===== src/rtl/cache_port_arbiter.sv =====
// cache_port_arbiter: round-robin two-port req/gnt/rvalid arbiter with response timeout and drain
module cache_port_arbiter #(
    parameter int ADDR_WIDTH = 32,
    parameter int DATA_WIDTH = 32,
    parameter int TIMEOUT_CYCLES = 64
) (
    input  logic                    clk,
    input  logic                    reset,
    input  logic                    p0_req_i,
    output logic                    p0_gnt_o,
    output logic                    p0_rvalid_o,
    input  logic [ADDR_WIDTH-1:0]   p0_addr_i,
    input  logic                    p0_we_i,
    input  logic [DATA_WIDTH/8-1:0] p0_be_i,
    input  logic [DATA_WIDTH-1:0]   p0_wdata_i,
    output logic [DATA_WIDTH-1:0]   p0_rdata_o,
    output logic                    p0_error_o,
    input  logic                    p1_req_i,
    output logic                    p1_gnt_o,
    output logic                    p1_rvalid_o,
    input  logic [ADDR_WIDTH-1:0]   p1_addr_i,
    input  logic                    p1_we_i,
    input  logic [DATA_WIDTH/8-1:0] p1_be_i,
    input  logic [DATA_WIDTH-1:0]   p1_wdata_i,
    output logic [DATA_WIDTH-1:0]   p1_rdata_o,
    output logic                    p1_error_o,
    output logic                    mem_req_o,
    output logic [ADDR_WIDTH-1:0]   mem_addr_o,
    output logic                    mem_we_o,
    output logic [DATA_WIDTH/8-1:0] mem_be_o,
    output logic [DATA_WIDTH-1:0]   mem_wdata_o,
    input  logic                    mem_gnt_i,
    input  logic                    mem_rvalid_i,
    input  logic [DATA_WIDTH-1:0]   mem_rdata_i,
    input  logic                    mem_error_i,
    output logic                    timeout_o
);
    localparam int CW = TIMEOUT_CYCLES > 0 ? $clog2(TIMEOUT_CYCLES + 1) : 1;
    localparam logic [CW-1:0] TMAX = CW'(TIMEOUT_CYCLES);
    typedef enum logic [1:0] {IDLE, REQ, RESP, DRAIN} state_t;
    state_t state, state_n;
    logic sel, ptr, win, gnt, resp_fire, to_fire, rv;
    logic [CW-1:0] cnt;
    always_comb begin
        win = (p0_req_i && p1_req_i) ? !ptr : p1_req_i;
        gnt = state == REQ && mem_gnt_i;
        resp_fire = state == RESP && mem_rvalid_i;
        to_fire = TIMEOUT_CYCLES != 0 && state == RESP && !mem_rvalid_i && cnt == TMAX;
        rv = resp_fire || to_fire;
        state_n = state;
        case (state)
            IDLE:    state_n = (p0_req_i || p1_req_i) ? REQ : IDLE;
            REQ:     state_n = mem_gnt_i ? RESP : REQ;
            RESP:    state_n = mem_rvalid_i ? IDLE : to_fire ? DRAIN : RESP;
            DRAIN:   state_n = mem_rvalid_i ? IDLE : DRAIN;
            default: state_n = IDLE;
        endcase
    end
    always_ff @(posedge clk) begin
        if (reset) begin
            state <= IDLE;
            sel <= 1'b0;
            ptr <= 1'b1;
            cnt <= '0;
            mem_addr_o <= '0;
            mem_we_o <= 1'b0;
            mem_be_o <= '0;
            mem_wdata_o <= '0;
            timeout_o <= 1'b0;
        end else begin
            state <= state_n;
            if (state == IDLE && (p0_req_i || p1_req_i)) begin
                sel <= win;
                mem_addr_o <= win ? p1_addr_i : p0_addr_i;
                mem_we_o <= win ? p1_we_i : p0_we_i;
                mem_be_o <= win ? p1_be_i : p0_be_i;
                mem_wdata_o <= win ? p1_wdata_i : p0_wdata_i;
            end
            if (gnt) begin
                ptr <= sel;
                cnt <= '0;
            end else if (state == RESP && !mem_rvalid_i && cnt != '1) begin
                cnt <= cnt + 1'b1;
            end
            if (to_fire) timeout_o <= 1'b1;
        end
    end
    assign mem_req_o = state == REQ;
    assign p0_gnt_o = gnt && !sel;
    assign p1_gnt_o = gnt && sel;
    assign p0_rvalid_o = rv && !sel;
    assign p1_rvalid_o = rv && sel;
    assign p0_rdata_o = (resp_fire && !sel) ? mem_rdata_i : '0;
    assign p1_rdata_o = (resp_fire && sel) ? mem_rdata_i : '0;
    assign p0_error_o = rv && !sel && (to_fire || mem_error_i);
    assign p1_error_o = rv && sel && (to_fire || mem_error_i);
endmodule

===== config.mk =====
export PLATFORM = sky130hd
export DESIGN_NAME = cache_port_arbiter
export DESIGN_NICKNAME = d
export VERILOG_FILES = /design/src/rtl/cache_port_arbiter.sv
export SDC_FILE = /design/constraint.sdc
export NUM_CORES = 1
export LEC_CHECK = 0
export CORE_AREA = 3 3 122 124
export CTS_CLUSTER_DIAMETER = 40
export CTS_CLUSTER_SIZE = 24
export DETAILED_ROUTE_END_ITERATION = 8
export DIE_AREA = 0 0 125 127
export PLACE_DENSITY = 0.79
export SYNTH_ARGS = -nofsm -noshare
export SYNTH_HDL_FRONTEND = slang
export SYNTH_SLANG_ARGS = --single-unit

===== constraint.sdc =====
create_clock -name clk -period 1.9 [get_ports clk]
set_clock_uncertainty 0.05 [all_clocks]
set_input_delay 0.19 -clock clk [delete_from_list [all_inputs] [get_ports clk]]
set_output_delay 0.19 -clock clk [all_outputs]
set_load 0.02 [all_outputs]

==> impl_results.md, run 1 <==
* Pre-antenna DRT Iters at 4
* Total gr overflow at 0
* Clk buf depth at 2
* I/O pin count at approximately 320
* Pwr/cell area at 700 nW/um^2
* Syn_nets at 650
* Most common cell in the netlist: dfxtp_1
* Switch Pwr at 0.00167 W
* Clock share of power at ~31%
* Min-delay worst type: input pin to flop
* Post-synth EDFFs at 0
* Reg clk slew, reported paths at 0.07 ns
* Most frequent cells after synthesis: 81 x dfxtp_1, 77 x a21oi_1, 73 x mux2i_1, 67 x and2_1, 61 x a211oi_1
* Final Max Slew Viols at 0
* Synth top area cells: dfxtp_1 38%, mux2i_1 17%, a211oi_1 11%
* Crit path arrival time at approximately 1.7 ns
* Post-Syn Area at between 4000 and 5000 um^2
* Clock Latency Late Sink at 0.33 ns
* Routed WL at 17400 um
* Vias in the first global route at 5124
* Seq/Total Area, Yosys at 37.6%
* Via density at 5.06
* P_leak at about 3.2 nW
* Die H at 127 um
* Max-slew headroom at 59.2%
* DRC viols at 0
* Largest family of logic cells by synthesized area: compound AO/OA/AOI/OAI gates
* Adder-Cell Fraction of Synth Area at less than 1%
* Initial Util at 31.1%
* Gate power share at around 33%
* Critical path endpoint category: output port
* Final ANT Viol Nets at 0
* Avg Cell Area, Syn at slightly above 9 um^2
* Initial antenna violation count at 2
* CP max stage delay at 0.52 ns
* Compound-cell area share of the yosys netlist at 24.0%
* Via count at a little under 5000
* Dpl cell area at 7880 um^2
* 1st-iter DRT viols at roughly 190
* Outcome: finished with violations
* Syn. warnings at 0
* Final Setup Violations at 1
* DIE AREA at 15900 um^2
* Non-Filler Instances at 975
* Half-perimeter wire length after detailed placement at 13600 um
* Clk sinks at 81
* Sw Ratio at 30.1%
* Final Cycle Share at 100%
* Max IR drop VDD at 0.000361 V
* Fill count at ~1200
* Port Buf Inserts at 317
* Flops & latches, synth at 81
* Synth unique cells at 39
* Maximum fanout along the worst path at 32
* Design area at 7940 um^2
* CP Cell Sequence: clkdlybuf4s50_1 -> nand2_2 -> nor3_2 -> buf_12 -> and2_1 -> clkdlybuf4s15_2
* H-tree levels at 3
* Worst-Margin Slew at between 0.6 and 0.7 ns
* Placed Instances at 956
* Max_cap viols at 0
* CTS root buf: clkbuf_16
* Layout Area Growth over Synthesis at 84.1%
* Post-synthesis mux area share at 16.9%
* Final Critical Period at 1.91 ns
* First-pass GRT wire length at 26700 um
* TritonCTS clock tree: yes
* FMAX at between 0.5 and 0.6 GHz
* Global Route Usage Sum at 20.6%
* Wirelength per Cell at around 18 um
* CP max-delay cell: clkdlybuf4s50_1
* Required @ worst endpoint at between 1.5 and 2 ns
* RSZ-0062 raised after global routing: yes
* WS Path Type: input pin to output port
* Internal power at 0.00388 W
* Hold Vio Cnt, Final at 0
* Synth area leader: dfxtp_1
* FFs w/ async S/R, synth at 0%
* Xor-xnor portion of the synthesized cell area at 0%
* Row cnt at 43
* Routability Congestion at 1.00
* Share of layout cells above drive strength 1 at between 10% and 20%
* Synth Instances at 471
* Failing checks: negative setup slack
* CTS buffer count at 9
* CP Launch Type: input pin
* Fin nets at 968
* Sequential share of power at about 36%
* DP Worst Slack at -0.325 ns
* Pin count of the biggest net entering global routing at 55
* Share of Yosys cell area claimed by the top area cell type at between 30 and 40%
* Post-synthesis simple-gate area fraction at 15.3%
* Core area at ~14000 um^2
* Die X at 125 um
* Synth Flop Type: dfxtp_1
* Setup ws final at -0.00867 ns
* CTS Hold Bufs at 0
-- power groups by stage --
stage	clock network [W]	logic, W	registers, W
final	0.00171	0.00184	0.00200
after floorplan	0	0.000636	0.00225
after CTS	0.00175	0.00186	0.00200
after global routing	0.00184	0.00197	0.00202
after detailed placement	0	0.00186	0.00203
after global placement	0	0.00182	0.00202
-- flip-flops by register name, summed over array words and instances (netlist names) --
signal and cells:
sel 1, ptr 1, state 2, mem_we_o 1, mem_addr_o 32, timeout_o 1, mem_be_o 4, cnt 7
mem_wdata_o 32
-- logic make-up (layout without fill, tap and decap cells) --
group           count (synthesis)  in the layout
compound gates                156            156
simple gates                  104            104
flops                          81             81
mux                            73             73
buf+inv                        55            378
fa+ha+maj                       2              2
other cells                     0              1
-- placed cells by master (no fill, tap or decap), drive strengths merged, types with 3 or more instances in the layout --
cell / instances
inv: 6
clkdlybuf4s15: 3
and2: 67
nor4b: 3
mux2i: 73
nand3: 9
clkdlybuf4s50: 245
clkbuf: 58
dfxtp: 81
nand2: 5
buf: 58
a211oi: 71
clkinv: 4
a21oi: 77
nor2: 4
-- path summary, 6_finish.rpt --
| kind | start | endpoint | slack, ns | cells past startpoint |
|---|---|---|---|---|
| max | mem_rvalid_i | p0_rdata_o[30] | -0.009 | 6 |
| min | reset | cnt[1] | 0.32 | 4 |
| max reg2reg | state[0] | cnt[4] | 0.16 | 4 |
| min reg2reg | timeout_o | timeout_o | 0.39 | 2 |
-- worst max-delay path: cells and delay by family --
kind	cells	cell delay, ns
and+or+nand+nor	3	0.48
buffers and inverters	3	0.98
-- area by class of cell --
cell class	instances	area [um^2]	area share [%]
Sequential cell	81	1630	20.5
Inverter	7	26.3	0.331
Antenna cell	1	2.50	0.0315
Timing Repair Buffer	355	3250	41.0
Clock inverter	5	56.3	0.709
Clock buffer	11	233	2.93
Multi-Input combinational cell	335	2510	31.7
Tap cell	180	225	2.84
-- stage by stage --
stage / hold slack, ns / power, W / utilization (%) / TNS [ns]
final: 0.317 / 0.00555 / 57.2 / -0.00867
after global routing: 0.328 / 0.00583 / 57.2 / -0.292
after CTS: 0.299 / 0.00561 / 58.4 / -0.0352
after detailed placement: 0.387 / 0.00389 / 56.8 / -22.05
after global placement: 0.390 / 0.00384 / 56.8 / -17.22
after floorplan: 0.323 / 0.00288 / - / -0.00237
-- layer usage --
| layer | routed length (um) | vias up | global-route usage, % |
|---|---|---|---|
| li1 | - | 2369 | - |
| met1 | 6330 | 2276 | 21.6 |
| met2 | 8980 | 246 | 38.3 |
| met3 | 1610 | 36 | 6.73 |
| met4 | 482 | 2 | 8.10 |
| met5 | 13 | - | 0 |
-- repair_timing --
action / 4_1_cts / 5_1_grt
buffers inserted: 1 / 0
endpoints found under the setup margin: 71 / 66
pin swaps: 0 / 1
resized for setup: 153 / 110
endpoints found under the hold margin: 0 / 0
cloned: 1 / 0
Power figures use the tool's default switching activity.
==> run 2: changes to the inputs <==
Settings changed: GPL_TIMING_DRIVEN set to 0, SLEW_MARGIN set to 20.
==> impl_results.md, run 2 (synthesis results as in run 1) <==
* CP Launch Type: flop
* CTS Hold Bufs at 0
* Commonest non-fill, non-tap cell in the layout: clkdlybuf4s50_1
* Layout Area Growth over Synthesis at 102%
* Worst hold slack at 0.399 ns
* DRC viols at 0
* Initial Util at 31.1%
* CP most frequent cell: buf_6
* Routability Congestion at 0.919
* Worst R2R Setup Slack at between 0.15 and 0.2 ns
* Half-perimeter wire length after detailed placement at 14000 um
* Wirelength per Cell at 18.3 um
* Via count at 5001
* Pin count of the biggest net entering global routing at 15
* Via density at 4.93
* Max_cap viols at 0
* Die X at ~130 um
* Required @ worst endpoint at ~1.7 ns
* Routed WL at 18600 um
* WP buf/inv at 6
* Initial antenna violation count at 1
* Maximum fanout along the worst path at 5
* Fin nets at 1009
* Worst-Margin Slew at 0.670 ns
* Design area at around 8700 um^2
* Share of layout cells above drive strength 1 at 26.7%
* Total gr overflow at 0
* Dpl cell area at 7710 um^2
* CP max-delay cell: dfxtp_4
* Max-slew headroom at 55.3%
* Setup ws final at -0.0622 ns
* H-tree levels at 3
* WS Path Type: flop to output port
* Global Route Usage Sum at 21.6%
* Failing checks: negative setup slack
* Largest registers: mem_addr_o: 32 flops, mem_wdata_o: 32 flops, cnt: 7 flops
* N_diodes at 0
* Vias in the first global route at 5130
* Min-delay worst type: flop to flop
* Final ANT Viol Nets at 0
* Clk sinks at around 80
* Pre-antenna DRT Iters at 5
* CTS buffer count at 9
* First-pass GRT wire length at 27600 um
* RSZ-0062 raised after global routing: yes
* Most frequent cells in the layout: 245 x clkdlybuf4s50_1, 76 x a21oi_1, 74 x dfxtp_1, 73 x mux2i_1, 64 x buf_6
* Row cnt at 43
* CTS root buf: clkbuf_16
* Final Cycle Share at 103%
* Die H at 127 um
* Final Setup Violations at 24
* Clock Latency Late Sink at between 0.3 and 0.4 ns
* Setup TNS at -0.711 ns
* Max IR drop VDD at 0.000408 V
* Outcome: finished with violations
* CP max stage delay at 0.36 ns
* Critical path endpoint category: output port
* FMAX at just over 0.5 GHz
* Crit path arrival time at 1.72 ns
* Pwr/cell area at between 600 and 700 nW/um^2
* CP top delay family: buffers and inverters
* Core area at 13900 um^2
* Final Critical Period at between 1.5 and 2 ns
* Clk buf depth at 2
* 1st-iter DRT viols at roughly 150
* Hold Vio Cnt, Final at 0
* Final Max Slew Viols at 0
* CP Cell Sequence: buf_8 -> nor3_4 -> buf_6 -> buf_6 -> buf_6 -> buf_6 -> and2_4 -> buf_6
* TritonCTS clock tree: yes
* Port Buf Inserts at 317
* Reg clk slew, reported paths at approximately 0.06 ns
* P_leak at 3.48 nW
* I/O pin count at 318
* DIE AREA at 15900 um^2
## run 2: layout make-up
type | count | area, um^2
clock buffer | 10 | 239
timing repair buffer | 349 | 3490
buffer | 47 | 294
sequential | 81 | 1640
inverter | 7 | 26.3
fill | 1162 | 5180
multi-input combinational | 335 | 2650
clock inverter | 6 | 138
tap | 180 | 225
## run 2: per-layer routing
metal | up-vias | routed length (um) | GRT usage [%]
met1 | 2297 | 6940 | 23.5
met4 | 2 | 368 | 6.31
met5 | - | 7 | 0
met3 | 26 | 1490 | 6.40
met2 | 230 | 9810 | 40.5
li1 | 2446 | - | -
## run 2: worst reg2reg max path, stage by stage (launching register included)
cell and delay [ns]:
dfxtp_2 0.32, buf_4 0.14, nor2_4 0.28, and2_1 0.18, buf_2 0.18, buf_6 0.17
buf_6 0.17, a211oi_2 0.08
## run 2: timing repair
item | in CTS | in global routing
buffers inserted | 15 | 12
cloned | 4 | 2
gates resized for setup | 387 | 129
setup endpoints to repair | 81 | 65
pin swaps | 13 | 12
## run 2: worst paths after layout
check | from | to | depth (start not counted)
max | state[0] | p0_rdata_o[10] | 8
min | timeout_o | timeout_o | 2
max reg2reg | state[1] | mem_wdata_o[14] | 7
min reg2reg | timeout_o | timeout_o | 2
## run 2: where the power goes
group	internal, W	switching (W)	total (W)
Sequential	0.00189	0.000106	0.00199
Combinational	0.000991	0.000894	0.00189
Clock	0.00146	0.000705	0.00216
Total	0.00434	0.00170	0.00604
## run 2: stage by stage
stage / util (%) / setup slack (ns) / std cells / total power [W]
final: 62.7 / -0.0622 / 1015 / 0.00604
after global routing: 62.7 / -0.127 / 1015 / 0.00631
after CTS: 59.5 / -0.138 / 1003 / 0.00608
after detailed placement: 55.5 / -0.824 / 968 / 0.00385
after global placement: 55.5 / -0.837 / 968 / 0.00383
after floorplan: - / -0.00118 / 471 / 0.00288
==> patch (flow settings as in run 1) <==
Re-encode `state_t` (4 states) as one-hot, 4 bits wide.
--- a/src/rtl/cache_port_arbiter.sv
+++ b/src/rtl/cache_port_arbiter.sv
@@ -38,5 +38,5 @@
     localparam int CW = TIMEOUT_CYCLES > 0 ? $clog2(TIMEOUT_CYCLES + 1) : 1;
     localparam logic [CW-1:0] TMAX = CW'(TIMEOUT_CYCLES);
-    typedef enum logic [1:0] {IDLE, REQ, RESP, DRAIN} state_t;
+    typedef enum logic [3:0] {IDLE = 4'b0001, REQ = 4'b0010, RESP = 4'b0100, DRAIN = 4'b1000} state_t;
     state_t state, state_n;
     logic sel, ptr, win, gnt, resp_fire, to_fire, rv;
Function: no difference found for any inputs over 10 cycles, from zero or initial values and one cycle with reset high; not proved beyond that.
==> patch against run 1 <==
The flow still finishes with violations (setup timing); sequential power rose by 11%; wire length decreased by 2.8%; total power rose by 17%; hold slack lost 0.16 ns; design area grew 11%; synthesized area is 3.3% lower; clock power increased by 4%; worst setup slack worse by 0.26 ns; sequential cell count rose by 2; via count fell by 3.7%; non-clock buffer count increased by 19; global-route usage shrank 2.6 points; critical path type is now reg2out; highest routed layer is now met4.
==> patch: results (changes against run 1) <==
The run gives 23,160 um (was 26,710 um) as the first-pass GRT wire length. Failing checks: setup timing (unchanged). For the count of unique library cells instantiated by Yosys, the log shows 38 (was 39).

The fraction of the mapped netlist area in adder cells was 0.5999% (was 0.5804%). Count of antenna diodes in the layout: 0 (was 1). The maximum single-stage delay on the critical path works out to 0.46 ns (was 0.52 ns).

The filler cell count was 1,139 (was 1,224); the post-detailed-placement half-perimeter wirelength was 11,980 um (was 13,550 um). The count of buffers added by post-CTS timing repair for setup was 2 (was 1); the synthesized-area fraction occupied by xor and xnor cells was 0.2100% (was 0%). The smallest setup slack after layout was -0.2686 ns (was -0.008667 ns). The fraction of the mapped netlist area in compound gates came out at 16.14% (was 23.97%). The count of placed standard cells including taps came out at 967 (was 956). Initial detailed-routing violation count: 105 (was 185). The switching share of total power was 32.05% (was 30.11%); the net count after synthesis was 644 (was 650). Most area-consuming cells after synthesis: sky130_fd_sc_hd__dfxtp_1 (40%), sky130_fd_sc_hd__mux2i_1 (17%), sky130_fd_sc_hd__a211oi_1 (13%), sky130_fd_sc_hd__and2_1 (9.6%), sky130_fd_sc_hd__nor2_1 (7.4%) (was sky130_fd_sc_hd__dfxtp_1 (38%), sky130_fd_sc_hd__mux2i_1 (17%), sky130_fd_sc_hd__a211oi_1 (11%), sky130_fd_sc_hd__and2_1 (9.7%), sky130_fd_sc_hd__a21oi_1 (8.9%)). The logs give 39.83% (was 37.61%) for the sequential cell area fraction in the yosys report and 68 (was 1) for the count of endpoints failing setup in the final report. The overall fraction of global-route tracks in use came out at 18.07% (was 20.63%). The flow ran to the end, but the final reports show violations. The logs give 77.01% (was 59.21%) for the worst slew slack as a fraction of its limit and 992 (was 968) for the number of nets at the end of the flow. The uppermost layer routed was met4 (was met5). The routed length on met2 was 8986 um (was 8977 um).

Share of synthesized area spent on multiplexers: 17.04% (was 16.95%).
patch: path summary, 6_finish.rpt:
path | from | cells after the start | end | slack, ns
max | cnt[0]$_SDFFE_PP0P_ | 7 | p0_error_o | -0.27
min | reset | 2 | sel$_SDFFE_PP0P_ | 0.16
max reg2reg | state[0]$_SDFF_PP1_ | 5 | cnt[5]$_SDFFE_PP0P_ | 0.01
min reg2reg | timeout_o$_SDFFE_PP0P_ | 2 | timeout_o$_SDFFE_PP0P_ | 0.44
patch: area by class of cell:
| cell class | count | area (um2) | share of cell area (%) |
|---|---|---|---|
| repair buffers | 374 | 3914 | 44.62 |
| multi-input cells | 341 | 2648 | 30.19 |
| flip-flops and latches | 83 | 1668 | 19.02 |
| clock buffers | 11 | 252.7 | 2.882 |
| well taps | 180 | 225.2 | 2.568 |
| clock inverters | 4 | 48.80 | 0.5563 |
| inverters | 4 | 15.01 | 0.1712 |
